===== src/rtl/gb_boot_overlay_if.sv =====
// rtl/gb_boot_overlay_if.sv - CPU request/acknowledge bus between the CPU and gb_boot_overlay
interface gb_boot_overlay_if;
   logic [15:0] cpu_adr;
   logic        cpu_rd;
   logic        cpu_wr;
   logic [7:0]  cpu_dout;
   logic [7:0]  cpu_din;
   logic        cpu_ack;

   modport master (
      output cpu_adr, cpu_rd, cpu_wr, cpu_dout,
      input  cpu_din, cpu_ack
   );

   modport slave (
      input  cpu_adr, cpu_rd, cpu_wr, cpu_dout,
      output cpu_din, cpu_ack
   );
endinterface


===== src/rtl/gb_boot_overlay.sv =====
// rtl/gb_boot_overlay.sv - boot ROM overlay and CPU bus sequencer in front of gb_bootrom
// Optional feature macro: GB_BOOT_READBACK_EN (0xFF50 reads return {7'h7F, boot_hide})
module gb_boot_overlay #(
   parameter int unsigned CART_TIMEOUT = 15,
   parameter logic [7:0]  OPEN_BUS     = 8'hFF
) (
   input  logic             clk,
   input  logic             reset_n,
   gb_boot_overlay_if.slave cpu,
   output logic [7:0]       boot_adr,
   output logic             boot_read,
   input  logic [7:0]       boot_dout,
   output logic             boot_write_reg,
   input  logic             boot_hide,
   output logic [15:0]      cart_adr,
   output logic             cart_rd,
   output logic             cart_wr,
   output logic [7:0]       cart_dout,
   input  logic [7:0]       cart_din,
   input  logic             cart_ready
);

   localparam logic [15:0] HIDE_REG_ADR = 16'hFF50;
   localparam logic [7:0]  TIMEOUT_CNT  = 8'(CART_TIMEOUT);

   typedef enum logic [2:0] {
      IDLE   = 3'd0,
      B_ADR  = 3'd1,
      B_STB  = 3'd2,
      B_CAP  = 3'd3,
      C_WAIT = 3'd4,
      ACK    = 3'd5
   } state_t;

   state_t     state;
   state_t     state_nxt;
   logic [7:0] cnt;
   logic       ack_hold;
   logic [7:0] readback;
   logic       is_wr;
   logic       is_rd;
   logic       hit_reg;
   logic       hit_boot;
   logic       cnt_last;

`ifdef GB_BOOT_READBACK_EN
   assign readback = {7'h7F, boot_hide};
`else
   assign readback = 8'hFF;
`endif

   // Request decode; writes win over reads, hide only matters for the low page
   always_comb begin
      is_wr    = cpu.cpu_wr;
      is_rd    = cpu.cpu_rd & ~cpu.cpu_wr;
      hit_reg  = (cpu.cpu_adr == HIDE_REG_ADR);
      hit_boot = (cpu.cpu_adr[15:8] == 8'h00) & ~boot_hide;
      cnt_last = ({1'b0, cnt} + 9'd1) >= {1'b0, TIMEOUT_CNT};
   end

   // State register
   always_ff @(posedge clk or negedge reset_n) begin
      if (!reset_n) begin
         state <= IDLE;
      end else begin
         state <= state_nxt;
      end
   end

   // Next-state and state-decoded strobes; ack_hold gives register/write paths their settle cycle
   always_comb begin
      state_nxt   = state;
      boot_read   = 1'b0;
      cpu.cpu_ack = 1'b0;
      case (state)
         IDLE: begin
            if (is_wr) begin
               state_nxt = ACK;
            end else if (is_rd) begin
               if (hit_boot) begin
                  state_nxt = B_ADR;
               end else if (hit_reg) begin
                  state_nxt = ACK;
               end else begin
                  state_nxt = C_WAIT;
               end
            end
         end
         B_ADR: begin
            state_nxt = B_STB;
         end
         B_STB: begin
            boot_read = 1'b1;
            state_nxt = B_CAP;
         end
         B_CAP: begin
            boot_read = 1'b1;
            state_nxt = ACK;
         end
         C_WAIT: begin
            if (cart_ready || cnt_last) begin
               state_nxt = ACK;
            end
         end
         ACK: begin
            cpu.cpu_ack = ~ack_hold;
            if (!ack_hold) begin
               state_nxt = IDLE;
            end
         end
         default: begin
            state_nxt = IDLE;
         end
      endcase
   end

   // Registered datapath: address/data latches, write pulses, cart wait counter
   always_ff @(posedge clk or negedge reset_n) begin
      if (!reset_n) begin
         cpu.cpu_din    <= 8'h00;
         boot_adr       <= 8'h00;
         boot_write_reg <= 1'b0;
         cart_adr       <= 16'h0000;
         cart_dout      <= 8'h00;
         cart_rd        <= 1'b0;
         cart_wr        <= 1'b0;
         cnt            <= 8'h00;
         ack_hold       <= 1'b0;
      end else begin
         boot_write_reg <= 1'b0;
         cart_wr        <= 1'b0;
         case (state)
            IDLE: begin
               if (is_wr) begin
                  ack_hold <= 1'b1;
                  if (hit_reg) begin
                     boot_write_reg <= (cpu.cpu_dout != 8'h00) & ~boot_hide;
                  end else begin
                     cart_wr   <= 1'b1;
                     cart_adr  <= cpu.cpu_adr;
                     cart_dout <= cpu.cpu_dout;
                  end
               end else if (is_rd) begin
                  if (hit_boot) begin
                     boot_adr <= cpu.cpu_adr[7:0];
                  end else if (hit_reg) begin
                     cpu.cpu_din <= readback;
                     ack_hold    <= 1'b1;
                  end else begin
                     cart_adr <= cpu.cpu_adr;
                     cart_rd  <= 1'b1;
                     cnt      <= 8'h00;
                  end
               end
            end
            B_CAP: begin
               cpu.cpu_din <= boot_dout;
            end
            C_WAIT: begin
               if (cnt != 8'hFF) begin
                  cnt <= cnt + 8'd1;
               end
               if (cart_ready) begin
                  cpu.cpu_din <= cart_din;
                  cart_rd     <= 1'b0;
               end else if (cnt_last) begin
                  cpu.cpu_din <= OPEN_BUS;
                  cart_rd     <= 1'b0;
               end
            end
            ACK: begin
               ack_hold <= 1'b0;
            end
            default: begin
            end
         endcase
      end
   end

endmodule


===== src/flat_wrapper.sv =====
// flat-port wrapper written by rule: the top's interface ports become plain ports
module gb_boot_overlay_flat 
#(
   parameter int unsigned CART_TIMEOUT = 15,
   parameter logic [7:0]  OPEN_BUS     = 8'hFF
)
  (clk, reset_n, boot_adr, boot_read, boot_dout, boot_write_reg, boot_hide, cart_adr, cart_rd, cart_wr, cart_dout, cart_din, cart_ready, cpu_cpu_adr, cpu_cpu_rd, cpu_cpu_wr, cpu_cpu_dout, cpu_cpu_din, cpu_cpu_ack);
  gb_boot_overlay_if cpu_i ();
  input  logic clk;
  input  logic reset_n;
  output logic [7:0] boot_adr;
  output logic boot_read;
  input  logic [7:0] boot_dout;
  output logic boot_write_reg;
  input  logic boot_hide;
  output logic [15:0] cart_adr;
  output logic cart_rd;
  output logic cart_wr;
  output logic [7:0] cart_dout;
  input  logic [7:0] cart_din;
  input  logic cart_ready;
  input wire logic [$bits(cpu_i.cpu_adr)-1:0] cpu_cpu_adr;
  input wire logic [$bits(cpu_i.cpu_rd)-1:0] cpu_cpu_rd;
  input wire logic [$bits(cpu_i.cpu_wr)-1:0] cpu_cpu_wr;
  input wire logic [$bits(cpu_i.cpu_dout)-1:0] cpu_cpu_dout;
  output wire logic [$bits(cpu_i.cpu_din)-1:0] cpu_cpu_din;
  output wire logic [$bits(cpu_i.cpu_ack)-1:0] cpu_cpu_ack;
  assign cpu_i.cpu_adr = cpu_cpu_adr;
  assign cpu_i.cpu_rd = cpu_cpu_rd;
  assign cpu_i.cpu_wr = cpu_cpu_wr;
  assign cpu_i.cpu_dout = cpu_cpu_dout;
  assign cpu_cpu_din = cpu_i.cpu_din;
  assign cpu_cpu_ack = cpu_i.cpu_ack;
  gb_boot_overlay #(.CART_TIMEOUT(CART_TIMEOUT), .OPEN_BUS(OPEN_BUS)) u_core (.clk(clk), .reset_n(reset_n), .cpu(cpu_i), .boot_adr(boot_adr), .boot_read(boot_read), .boot_dout(boot_dout), .boot_write_reg(boot_write_reg), .boot_hide(boot_hide), .cart_adr(cart_adr), .cart_rd(cart_rd), .cart_wr(cart_wr), .cart_dout(cart_dout), .cart_din(cart_din), .cart_ready(cart_ready));
endmodule

===== config.mk =====
export PLATFORM = sky130hd
export DESIGN_NAME = gb_boot_overlay_flat
export DESIGN_NICKNAME = d
export VERILOG_FILES = /design/src/rtl/gb_boot_overlay_if.sv /design/src/rtl/gb_boot_overlay.sv /design/src/flat_wrapper.sv
export SDC_FILE = /design/constraint.sdc
export NUM_CORES = 1
export LEC_CHECK = 0
export ABC_AREA = 1
export CORE_ASPECT_RATIO = 1.4
export CORE_MARGIN = 5
export CORE_UTILIZATION = 42
export DETAILED_ROUTE_END_ITERATION = 12
export PLACE_DENSITY = 0.72
export REMOVE_ABC_BUFFERS = 1
export SLEW_MARGIN = 20
export SYNTH_ARGS = -nofsm -noshare
export SYNTH_HDL_FRONTEND = slang
export SYNTH_SLANG_ARGS = --single-unit

===== constraint.sdc =====
create_clock -name clk -period 1.5 [get_ports clk]
set_input_delay 0.225 -clock clk [delete_from_list [all_inputs] [get_ports clk]]
set_output_delay 0.225 -clock clk [all_outputs]
set_load 0.02 [all_outputs]

======== Word level (Yosys, flattened, before mapping) ========
Index checks and enable logic that the tools add are counted.
word-level totals
  register bits ........................... 55
  latch bits .............................. 0
  RAM bits ................................ 0
  ROM bits ................................ 0
  bits of input ports ..................... 46
  output and inout port bits .............. 45
  logic and storage cells ................. 101
  memories ................................ 0
operators by class
  add/subtract/negate cells ............... 2
  multipliers ............................. 0
  div/mod/pow operators ................... 0
  magnitude comparators ................... 1
  equal/unequal tests ..................... 20
  shift-type cells ........................ 0
  mux-type cells .......................... 44
  bitwise operators ....................... 7
  reduce and logical (&&, ||, !) cells .... 17
operator list
  operator              count
  $mux 8                11
  $mux 16               4
  $pmux 8 s3            1
  $mux 1                19
  $pmux 3 s6            1
  $reduce_and 6->1      3
  $eq 16x16->1 const B  1
  $pmux 8 s2            1
  $mux 3                5
  $ne 2x2->1 const B    5
  $add 8x1->9 const B   1
  $ge 9x4->1 const B    1
  $ne 3x2->1 const B    3
  $reduce_and 3->1      3
  $add 8x1->8 const B   1
  $logic_not 8->1       1
  $ne 2x1->1 const B    4
  $ne 8x8->1 const B    1
  $reduce_and 4->1      2
  $reduce_bool 8->1     1
  $eq 3x2->1 const B    2
  $eq 3x3->1 const B    2
  $reduce_bool 2->1     3
  $not 1->1             4
  8 further kinds       11

======== Longest topological paths before layout ========
Gate-level depths: netlist of the first run.
  depth in word-level cells ............... 6
  depth in mapped cells ................... 12
  mapped depth without buffers ............ 12

======== Worst setup path after synthesis of the first run ========
No wires, ideal clock.
  kind .................................... reg-to-reg
  from .................................... register u_core.cnt[0]
  to ...................................... register u_core.cart_rd
  setup time .............................. 0.066 ns
  arrival time ............................ 1.522 ns
  data required time ...................... 1.434 ns
  path slack .............................. -0.088 ns
  stages on the path, launching flop included .. 13
  buffers on the path ..................... 1
  clock period less this slack ............ 1.588 ns
  path through ............................ dfrtp_1 > inv_1 > ha_1 > nor2_1 > nor2_1 > nor2_1 > nand2_1 > nand2_1 > nor2_1 > nand2_1 > buf_2 > nand4_1 > nand2_1
between the ends
  longest elaborated chain between the ends .. 4
ends and longest elaborated chain
  element                            line                    text
  from (decl)                        gb_boot_overlay.sv:37   logic [7:0] cnt;
  from (signal assigned)             gb_boot_overlay.sv:161  cnt <= cnt + 8'd1;
  $add 8x1->9                        gb_boot_overlay.sv:58   cnt_last = ({1'b0, cnt} + 9'd1) >= {1'b0, TIMEOUT_CNT};
  $ge 9x4->1                         gb_boot_overlay.sv:58
  $ne 3x2->1 (no source line)        -
  $reduce_and 6->1 (no source line)  -
  to (signal assigned)               gb_boot_overlay.sv:125  cart_rd <= 1'b0;
  to (signal assigned)               gb_boot_overlay.sv:151  cart_rd <= 1'b1;
  to (signal assigned)               gb_boot_overlay.sv:165  cart_rd <= 1'b0;
  to (decl)                          gb_boot_overlay.sv:16   output logic cart_rd,
Every way passes these cells.
A chain may end at the register's enable or synchronous reset.

======== Worst setup path after layout of the first run ========
  from .................................... register u_core.state[1]
  to ...................................... register u_core.cart_dout[6]
between the ends
  longest elaborated chain between the ends .. 2
ends and longest elaborated chain
  element                            line                    text
  from (decl)                        gb_boot_overlay.sv:35   state_t state;
  from (signal assigned)             gb_boot_overlay.sv:66   state <= state_nxt;
  $logic_not 3->1                    gb_boot_overlay.sv:132  case (state)
  $reduce_and 3->1 (no source line)  -
  to (signal assigned)               gb_boot_overlay.sv:141  cart_dout <= cpu.cpu_dout;
  to (decl)                          gb_boot_overlay.sv:18   output logic [7:0] cart_dout,
Every way passes these cells.

==> flow_summary.toml, run 1 <==
[run_status]
status = "finished with violations"
violations = "negative setup slack"

[route]
wl_mm = 9.68
ant_nets = 0
drc = 0
vias_per_cell = 4.96
wl_per_cell_um = 15.2
vias = 3164
dr.pass1.iters = 4
first_iter_violations = 109

[grt]
grt_pass1_wl_mm = 15.0
grt_pass1_vias = 3171
grt_max_degree = 56
antenna_found_initial = 0
grtUsageTotal_pct = 21.7
grt-ovfl-total = 0

[cts]
clock_path_buffers = 2
cts_root_buf = "clkbuf_8"
clkTransAtPathRegs_ns = 0.11
cts_buffers = 5
clock_latency_ns = 0.31
cts_htree_levels = 2
cts_tree = "yes"
cts.sink_count = 55

[worst_setup_path]
worst_path_most_repeated_cell = "nor2_4"
slowest_delay_ns = 0.42
cp_data_required_time_ns = 1.71
worst-path-buf-inv = 5
arrival_ns = 1.94
reg2reg_from = "u_core.state[1]$_DFFE_PN0P_"
path_class = "flop to flop"
r2r-end = "u_core.cart_dout[6]$_DFFE_PN0P_"
end_kind = "flop"
critical-path-top-delay-family = "simple AND/OR/NAND/NOR gates"
ff2ff_path_depth = 11
crit_path_cell_trace = "buf_6 -> nor2_4 -> inv_2 -> nor2_8 -> inv_4 -> nor2_4 -> inv_2 -> nor2_4 -> clkinvlp_4 -> nand2_1 -> o21ai_1"
rrSetupSlack_ns = -0.23
cp-start-kind = "flop"
cp_max_fo = 8
slowest_stage = "dfrtp_1"

[power_and_ir_drop]
swShare_pct = 44.6
vdd_drop_max_v = 0.00104
p_sw_uw = 4080
p_leak_uw = 0.00259
p_int_uw = 5070
power_density_nw_per_um2 = 1780
fin_total_pwr_uw = 9150
power.share.combinational_pct = 62.7
clkPwrFrac_pct = 9.5
power_frac_seq_pct = 27.7

[min_path]
min_path_type = "input port to asynchronous set/reset pin"

[layout]
design_area_um2 = 5130
final_cell_mix = "nand2_1 (78), buf_4 (61), dfrtp_1 (53), clkdlybuf4s50_1 (44), inv_1 (42)"
area_delta_synth_final_pct = 76.8
n_antenna_cell = 0
largest_register_ff_count = 16
layout.nets = 593
layout_commonest_cell = "nand2_1"
top_register = "u_core.cart_adr"
fillCellCount = 475
multi_input_area_um2 = 1720
seq_area_um2 = 1380
drive_above_1_share_pct = 37.4

[synth]
ys_seq_area_share_pct = 47.5
avgSynthCellArea_um2 = 7.71
synth_seq_cells = 55
syn_area_um2 = 2900
yosys_warnings = 0
synthCells = 376
ys_types = 30

[floorplanning]
ioPinCount = 91
die-area_um2 = 8690
start_util_pct = 43.6
dieWidth_um = 80.2
rows = 35
dieHeight_um = 108
core_um2 = 6660

[placement]
gp_congestion = 0.882
dpl_cell_area_um2 = 4330
portBuffers = 90
dp.final_hpwl_mm = 6.46
preCtsSetupSlack_ns = -0.486

[timing]
fmax_ghz = 0.577
rsz0062_at_grt = "yes"
fin_crit_ns = 1.73
hold_violations = 0
finalSetupViolCount = 54
relSlewSlack_pct = 79.8
fin_skew_ns = 0.00474
fin_crit_sh_pct = 116
tightest_slew_ns = 0.303
setup_ws_ns = -0.233
drv_slew = 0

[flow_run]
drv_cap = 0
-- power groups by stage --
stage	logic, uW	registers [uW]	clock network (uW)
5_1_grt	6220	2610	938
3_3_place_gp	4600	2400	0
3_5_place_dp	4720	2420	0
4_1_cts	5060	2390	877
2_1_floorplan	1810	2970	0
6_report	5740	2540	873
-- stage by stage --
stage / util, % / TNS, ns / hold WS [ns] / instances
2_1_floorplan: - / -3.80 / -0.0706 / 367
3_3_place_gp: 65.0 / -16.15 / 0.246 / 606
3_5_place_dp: 65.0 / -17.27 / 0.245 / 606
4_1_cts: 70.6 / -5.82 / 0.450 / 630
5_1_grt: 77.0 / -13.97 / 0.460 / 638
6_report: 77.0 / -9.53 / 0.429 / 638
-- layout make-up --
cell class	count	share of cell area (%)
Timing Repair Buffer	170	31.4
Inverter	50	3.93
Timing Repair inverter	1	0.146
Tap cell	92	2.24
Clock buffer	5	1.34
Clock inverter	3	0.439
Sequential cell	55	26.9
Multi-Input combinational cell	262	33.6
-- cell families (layout without fill, tap and decap cells) --
group / after synthesis / in the layout / share of synthesized area (%)
compound gates: 55 / 55 / 11.6
xor+xnor: 1 / 1 / 0.302
fa+ha+maj: 2 / 2 / 0.863
buf+inv: 59 / 229 / 8.54
flops: 55 / 55 / 47.5
simple gates: 204 / 204 / 31.3
-- worst register-to-register path, delay by kind of cell (launching register included) --
kind / cells / cell delay (ns)
AOI/OAI and AO/OA: 1 / 0.06
buffers and inverters: 5 / 0.55
DFF: 1 / 0.42
and+or+nand+nor: 5 / 0.60
-- synth_stat cells, drive strengths merged --
cell | n | share of area [%]
ha | 2 | 0.86
a21oi | 7 | 1.3
nor3 | 2 | 0.52
or2 | 1 | 0.22
nand4 | 13 | 3.0
nand2 | 123 | 16
a31oi | 1 | 0.73
o21ai | 46 | 9.2
nor4 | 1 | 0.22
xor2 | 1 | 0.30
o211ai | 1 | 0.26
buf | 6 | 1.7
clkbuf | 3 | 0.39
inv | 50 | 6.5
nor2 | 39 | 6.6
nand3 | 25 | 4.5
dfrtp | 55 | 47
-- per-layer routing --
layer  GRT usage (%)  vias to the layer above  wire (um)
met1            25.0                     1516       3570
met5               0                        -          0
met2            41.6                       92       5580
met4            4.71                        0        153
li1                -                     1539          -
met3            3.17                       17        373
-- worst max-delay path by stage --
stage | from | to | slack (ns) | cells after the start
floorplan | u_core.cnt[0]$_DFFE_PN0P_ | u_core.cpu.cpu_din[0]$_DFFE_PN0P_ | -0.24 | 12
global placement | cpu_cpu_adr[3] | u_core.cpu.cpu_din[4]$_DFFE_PN0P_ | -0.44 | 11
detailed placement | cpu_cpu_adr[3] | u_core.cpu.cpu_din[6]$_DFFE_PN0P_ | -0.49 | 11
CTS | u_core.cnt[1]$_DFFE_PN0P_ | u_core.state[2]$_DFFE_PN0P_ | -0.19 | 13
global route | u_core.cnt[1]$_DFFE_PN0P_ | u_core.state[2]$_DFFE_PN0P_ | -0.36 | 12
finish | u_core.state[1]$_DFFE_PN0P_ | u_core.cart_dout[6]$_DFFE_PN0P_ | -0.23 | 11
-- what timing repair did --
item | 4_1_cts | 5_1_grt
gates cloned | 4 | 0
endpoints found under the setup margin | 93 | 59
pin swaps | 28 | 20
resized for setup | 91 | 109
hold buffers | 1 | 0
endpoints found under the hold margin | 55 | 0
buffers inserted | 12 | 8
(Power assumes the default switching activity.)
==> run 2, diff against run 1 <==
CORE_MARGIN = 1   (was 5)
==> flow_summary.toml, run 2 (synthesis gave the netlist of run 1 again) <==
[cts]
cts_htree_levels = 2
cts_tree = "yes"
clock_latency_ns = 0.31
cts.sink_count = 55
cts_root_buf = "clkbuf_8"
cts_buffers = 5
clock_path_buffers = 2
clkTransAtPathRegs_ns = 0.10

[placement]
portBuffers = 90
gp_congestion = 0.820
dp.final_hpwl_mm = 6.13
place_inst = 608

[layout]
final_cell_mix = "nand2_1 (86), dfrtp_1 (54), buf_4 (53), clkdlybuf4s50_1 (44), inv_1 (42)"
fillCellCount = 518
multi_input_area_um2 = 1580
seq_area_um2 = 1380
top_register = "u_core.cart_adr"
final-instance-count-excl-fill = 631
layout_commonest_cell = "nand2_1"
area_delta_synth_final_pct = 68.9
fin_util_pct = 74.1
layout.nets = 586
drive_above_1_share_pct = 31.9
n_antenna_cell = 0
largest_register_ff_count = 16

[timing]
relSlewSlack_pct = 79.8
fin_skew_ns = 0.00693
hold_violations = 0
fin_crit_ns = 1.74
final.setup.tns_ns = -9.34
tightest_slew_ns = 0.301
drv_slew = 0
fmax_ghz = 0.575
rsz0062_at_grt = "yes"
setup_ws_ns = -0.238
hold_ws_ns = 0.440
finalSetupViolCount = 54
fin_crit_sh_pct = 116

[floorplanning]
dieHeight_um = 100
rows = 35
dieWidth_um = 72.2
die-area_um2 = 7250
core_um2 = 6610
ioPinCount = 91
start_util_pct = 43.9

[flow_run]
drv_cap = 0

[worst_setup_path]
path_class = "flop to flop"
cp_data_required_time_ns = 1.71
ff2ff_path_depth = 12
slowest_delay_ns = 0.45
end_kind = "flop"
worst-path-buf-inv = 2
cp_num_cells = 12
cp-start-kind = "flop"
critical-path-top-delay-family = "simple AND/OR/NAND/NOR gates"
cp_max_fo = 8
slowest_stage = "dfrtp_1"
arrival_ns = 1.95
crit_path_cell_trace = "inv_2 -> ha_4 -> nor2_1 -> nor2_1 -> nor2_1 -> nand2_1 -> nand2_1 -> nor2_2 -> nand2_2 -> buf_6 -> nand4_1 -> nand2_1"

[route]
wl_mm = 8.85
vias_per_cell = 4.91
dr.pass1.iters = 4
wl_per_cell_um = 14.0
drc = 0
first_iter_violations = 91
ant_nets = 0
vias = 3100

[run_status]
status = "finished with violations"
violations = "negative setup slack"

[grt]
grt_pass1_vias = 3074
grt_max_degree = 56
grtUsageTotal_pct = 24.4
grt-ovfl-total = 0
grt_pass1_wl_mm = 13.8
antenna_found_initial = 0

[min_path]
min_path_type = "input port to asynchronous set/reset pin"

[power_and_ir_drop]
power_density_nw_per_um2 = 1790
vdd_drop_max_v = 0.00101
fin_total_pwr_uw = 8750
p_leak_uw = 0.00249
[run 2: changes by cell type in the layout (fill, tap and decap cells not counted), sizes merged]
cell / previous run / this run
dlymetal6s2s: 4 / 2
clkinvlp: 2 / 0
clkdlybuf4s15: 1 / 0
dlygate4sd2: 39 / 41
inv: 50 / 51
buf: 81 / 76
[run 2: worst paths after layout]
path | from | to | slack, ns
max in group asynchronous | reset_n | u_core.cnt[1]$_DFFE_PN0P_ | 0.80
min | reset_n | u_core.cart_adr[5]$_DFFE_PN0P_ | 0.44
max reg2reg | u_core.cnt[0]$_DFFE_PN0P_ | u_core.cpu.cpu_din[2]$_DFFE_PN0P_ | -0.24
min reg2reg | u_core.cpu.cpu_din[5]$_DFFE_PN0P_ | u_core.cpu.cpu_din[5]$_DFFE_PN0P_ | 0.49
max | u_core.cnt[0]$_DFFE_PN0P_ | u_core.cpu.cpu_din[2]$_DFFE_PN0P_ | -0.24
min in group clk | cpu_cpu_dout[1] | u_core.cart_dout[1]$_DFFE_PN0P_ | 0.47
[run 2: layout make-up]
class | count | share of cell area, %
flip-flops and latches | 55 | 28.1
inverters | 50 | 4.09
well taps | 92 | 2.35
clock buffers | 5 | 1.40
multi-input cells | 262 | 32.2
clock inverters | 3 | 0.460
repair buffers | 164 | 31.3
[run 2: per-layer routing]
metal	track usage [%]	vias to the layer above	wire [um]
li1	-	1526	-
met1	27.0	1478	3320
met2	46.0	80	5070
met3	2.81	16	272
met4	10.4	0	190
met5	0	-	0
[run 2: what timing repair did]
item                                   CTS  global route
hold buffers                             1             0
cloned                                   4             0
endpoints found under the hold margin   55             0
setup endpoints to repair               95            56
gates resized for setup                115            54
buffers inserted                         4             8
pin swaps                               28            18
[run 2: worst min-delay path: cells and delay by family]
kind,cells,cell delay (ns)
buffers and inverters,3,0.93
[run 2: where the power goes]
part           switching, uW  leakage [uW]  total (uW)  internal, uW
sequential               449      0.000697        2500          2060
clock                    511     0.0000485         847           336
combinational           2950       0.00175        5400          2450
[run 2: through the flow]
step | instance area (um2) | setup WS, ns
floorplan | 2840 | -0.244
global placement | 4320 | -0.437
detailed placement | 4320 | -0.479
CTS | 4660 | -0.205
global route | 4900 | -0.352
finish | 4900 | -0.238
==> run 3, diff against run 2 <==
CELL_PAD_IN_SITES_DETAIL_PLACEMENT = 0   (was unset)
CELL_PAD_IN_SITES_GLOBAL_PLACEMENT = 1   (was unset)
CORE_MARGIN = unset   (was 1)
CORE_UTILIZATION = 30   (was 42)
MAX_ROUTING_LAYER = met4   (was unset)
==> flow_summary.toml, run 3 (synthesis gave the netlist of run 1 again) <==
[cts]
clock_latency_ns = 0.30
cts_buffers = 5
clock_path_buffers = 2
cts_tree = "yes"
cts_root_buf = "clkbuf_16"
clkTransAtPathRegs_ns = 0.08
cts_htree_levels = 2
cts.sink_count = 55

[placement]
place_inst = 628
gp_congestion = 0.784
dp.final_hpwl_mm = 6.40
portBuffers = 90
preCtsSetupSlack_ns = -0.429

[layout]
n_antenna_cell = 0
area_delta_synth_final_pct = 78.5
drive_above_1_share_pct = 36.5
layout.nets = 589
layout_commonest_cell = "nand2_1"
fillCellCount = 874
final_cell_mix = "nand2_1 (74), buf_4 (57), dfrtp_1 (53), clkdlybuf4s50_1 (45), inv_1 (42)"
final-instance-count-excl-fill = 652
largest_register_ff_count = 16
top_register = "u_core.cart_adr"

[timing]
fin_crit_sh_pct = 116
drv_slew = 0
final.setup.tns_ns = -7.13
relSlewSlack_pct = 79.7
fmax_ghz = 0.573
fin_crit_ns = 1.74
tightest_slew_ns = 0.305
hold_violations = 0
finalSetupViolCount = 48
fin_skew_ns = 0.00519
hold_ws_ns = 0.454
rsz0062_at_grt = "yes"
setup_ws_ns = -0.244

[route]
wl_per_cell_um = 13.8
vias = 3047
vias_per_cell = 4.67
drc = 0
ant_nets = 0
dr.pass1.iters = 4
wl_mm = 8.99
first_iter_violations = 80

[grt]
grt_pass1_wl_mm = 14.6
antenna_found_initial = 0
grtUsageTotal_pct = 18.8
grt_max_degree = 56
grt-ovfl-total = 0
grt_pass1_vias = 3137

[run_status]
status = "finished with violations"
violations = "negative setup slack"

[power_and_ir_drop]
fin_total_pwr_uw = 9420
clkPwrFrac_pct = 13.0
p_leak_uw = 0.00268
power.share.combinational_pct = 60.4
p_sw_uw = 4070
vdd_drop_max_v = 0.000769
power_density_nw_per_um2 = 1820
power_frac_seq_pct = 26.6
p_int_uw = 5340
swShare_pct = 43.3

[floorplanning]
dieWidth_um = 85.1
core_um2 = 9410
rows = 42
die-area_um2 = 10100
start_util_pct = 30.8
dieHeight_um = 118
ioPinCount = 91

[worst_setup_path]
arrival_ns = 1.93
end_kind = "flop"
cp_max_fo = 8
cp-start-kind = "flop"
path_class = "flop to flop"
slowest_delay_ns = 0.47
slowest_stage = "dfrtp_2"
crit_path_cell_trace = "ha_4 -> nor2_2 -> nor2_1 -> nor2_1 -> nand2_1 -> nand2_2 -> nor2_2 -> nand2_2 -> buf_6 -> nand4_1 -> nand2_1"
cp_data_required_time_ns = 1.69

[flow_run]
drv_cap = 0

[min_path]
min_path_type = "input port to asynchronous set/reset pin"
==> run 3: changes by cell type in the layout (fill, tap and decap cells not counted), sizes merged <==
| cell | before | now |
|---|---|---|
| dlygate4sd2 | 41 | 31 |
| dlymetal6s2s | 2 | 11 |
| buf | 76 | 78 |
| clkbuf | 5 | 6 |
| clkdlybuf4s50 | 44 | 45 |
| clkinv | 2 | 1 |
| clkinvlp | 0 | 1 |
==> run 3: worst paths after layout <==
| check | from | slack (ns) | endpoint | cells past startpoint |
|---|---|---|---|---|
| setup / recovery | u_core.cnt[1]$_DFFE_PN0P_ | -0.24 | u_core.cpu.cpu_din[3]$_DFFE_PN0P_ | 11 |
| hold / removal | reset_n | 0.45 | u_core.cart_adr[7]$_DFFE_PN0P_ | 3 |
| setup reg to reg | u_core.cnt[1]$_DFFE_PN0P_ | -0.24 | u_core.cpu.cpu_din[3]$_DFFE_PN0P_ | 11 |
| hold reg to reg | u_core.cart_adr[9]$_DFFE_PN0P_ | 0.48 | u_core.cart_adr[9]$_DFFE_PN0P_ | 2 |
| max in group asynchronous | reset_n | 0.78 | u_core.cnt[1]$_DFFE_PN0P_ | 3 |
| min in group clk | u_core.cart_adr[9]$_DFFE_PN0P_ | 0.48 | u_core.cart_adr[9]$_DFFE_PN0P_ | 2 |
==> run 3: power groups by stage <==
| stage | clock, uW | sequential [uW] | combinational (uW) |
|---|---|---|---|
| floorplan | 0 | 2970 | 1810 |
| global placement | 0 | 2400 | 4760 |
| detailed placement | 0 | 2420 | 4830 |
| CTS | 1260 | 2470 | 5390 |
| global route | 1310 | 2580 | 6220 |
| finish | 1220 | 2500 | 5690 |
==> run 3: worst max-delay path, delay by kind of cell, from the launching register on <==
family	cells	cell delay, ns
buf+inv	1	0.15
flops	1	0.47
simple gates	9	0.71
fa+ha+maj	1	0.29
==> run 3: metal layers <==
layer	share of wire, %	vias to the layer above	track usage [%]	wire length [um]
met5	0	-	-	0
met4	2.0	0	5.72	182
met3	4.3	15	3.14	384
met2	54	78	34.1	4840
met1	40	1423	20.9	3580
li1	-	1531	-	-
==> run 3: stage by stage <==
stage	util, %	instance area [um2]
6_report	55.0	5180
5_1_grt	55.0	5180
4_1_cts	51.9	4890
3_5_place_dp	46.6	4380
3_3_place_gp	46.6	4380
2_1_floorplan	-	2840
==> run 3: layout make-up <==
| type | count | area [um2] | share of cell area [%] |
|---|---|---|---|
| Sequential cell | 55 | 1380 | 26.6 |
| Tap cell | 110 | 138 | 2.66 |
| Clock inverter | 3 | 27.5 | 0.532 |
| Multi-Input combinational cell | 262 | 1700 | 32.8 |
| Timing Repair Buffer | 167 | 1610 | 31.2 |
| Inverter | 50 | 198 | 3.82 |
| Clock buffer | 5 | 125 | 2.42 |
==> run 3: timing repair <==
action                                  CTS  global route
resized for setup                       111            87
gates cloned                              3             1
hold endpoints to repair                 55             0
buffers inserted                          9             4
endpoints found under the setup margin   74            64
pin swaps                                17            20
hold buffers                              1             0
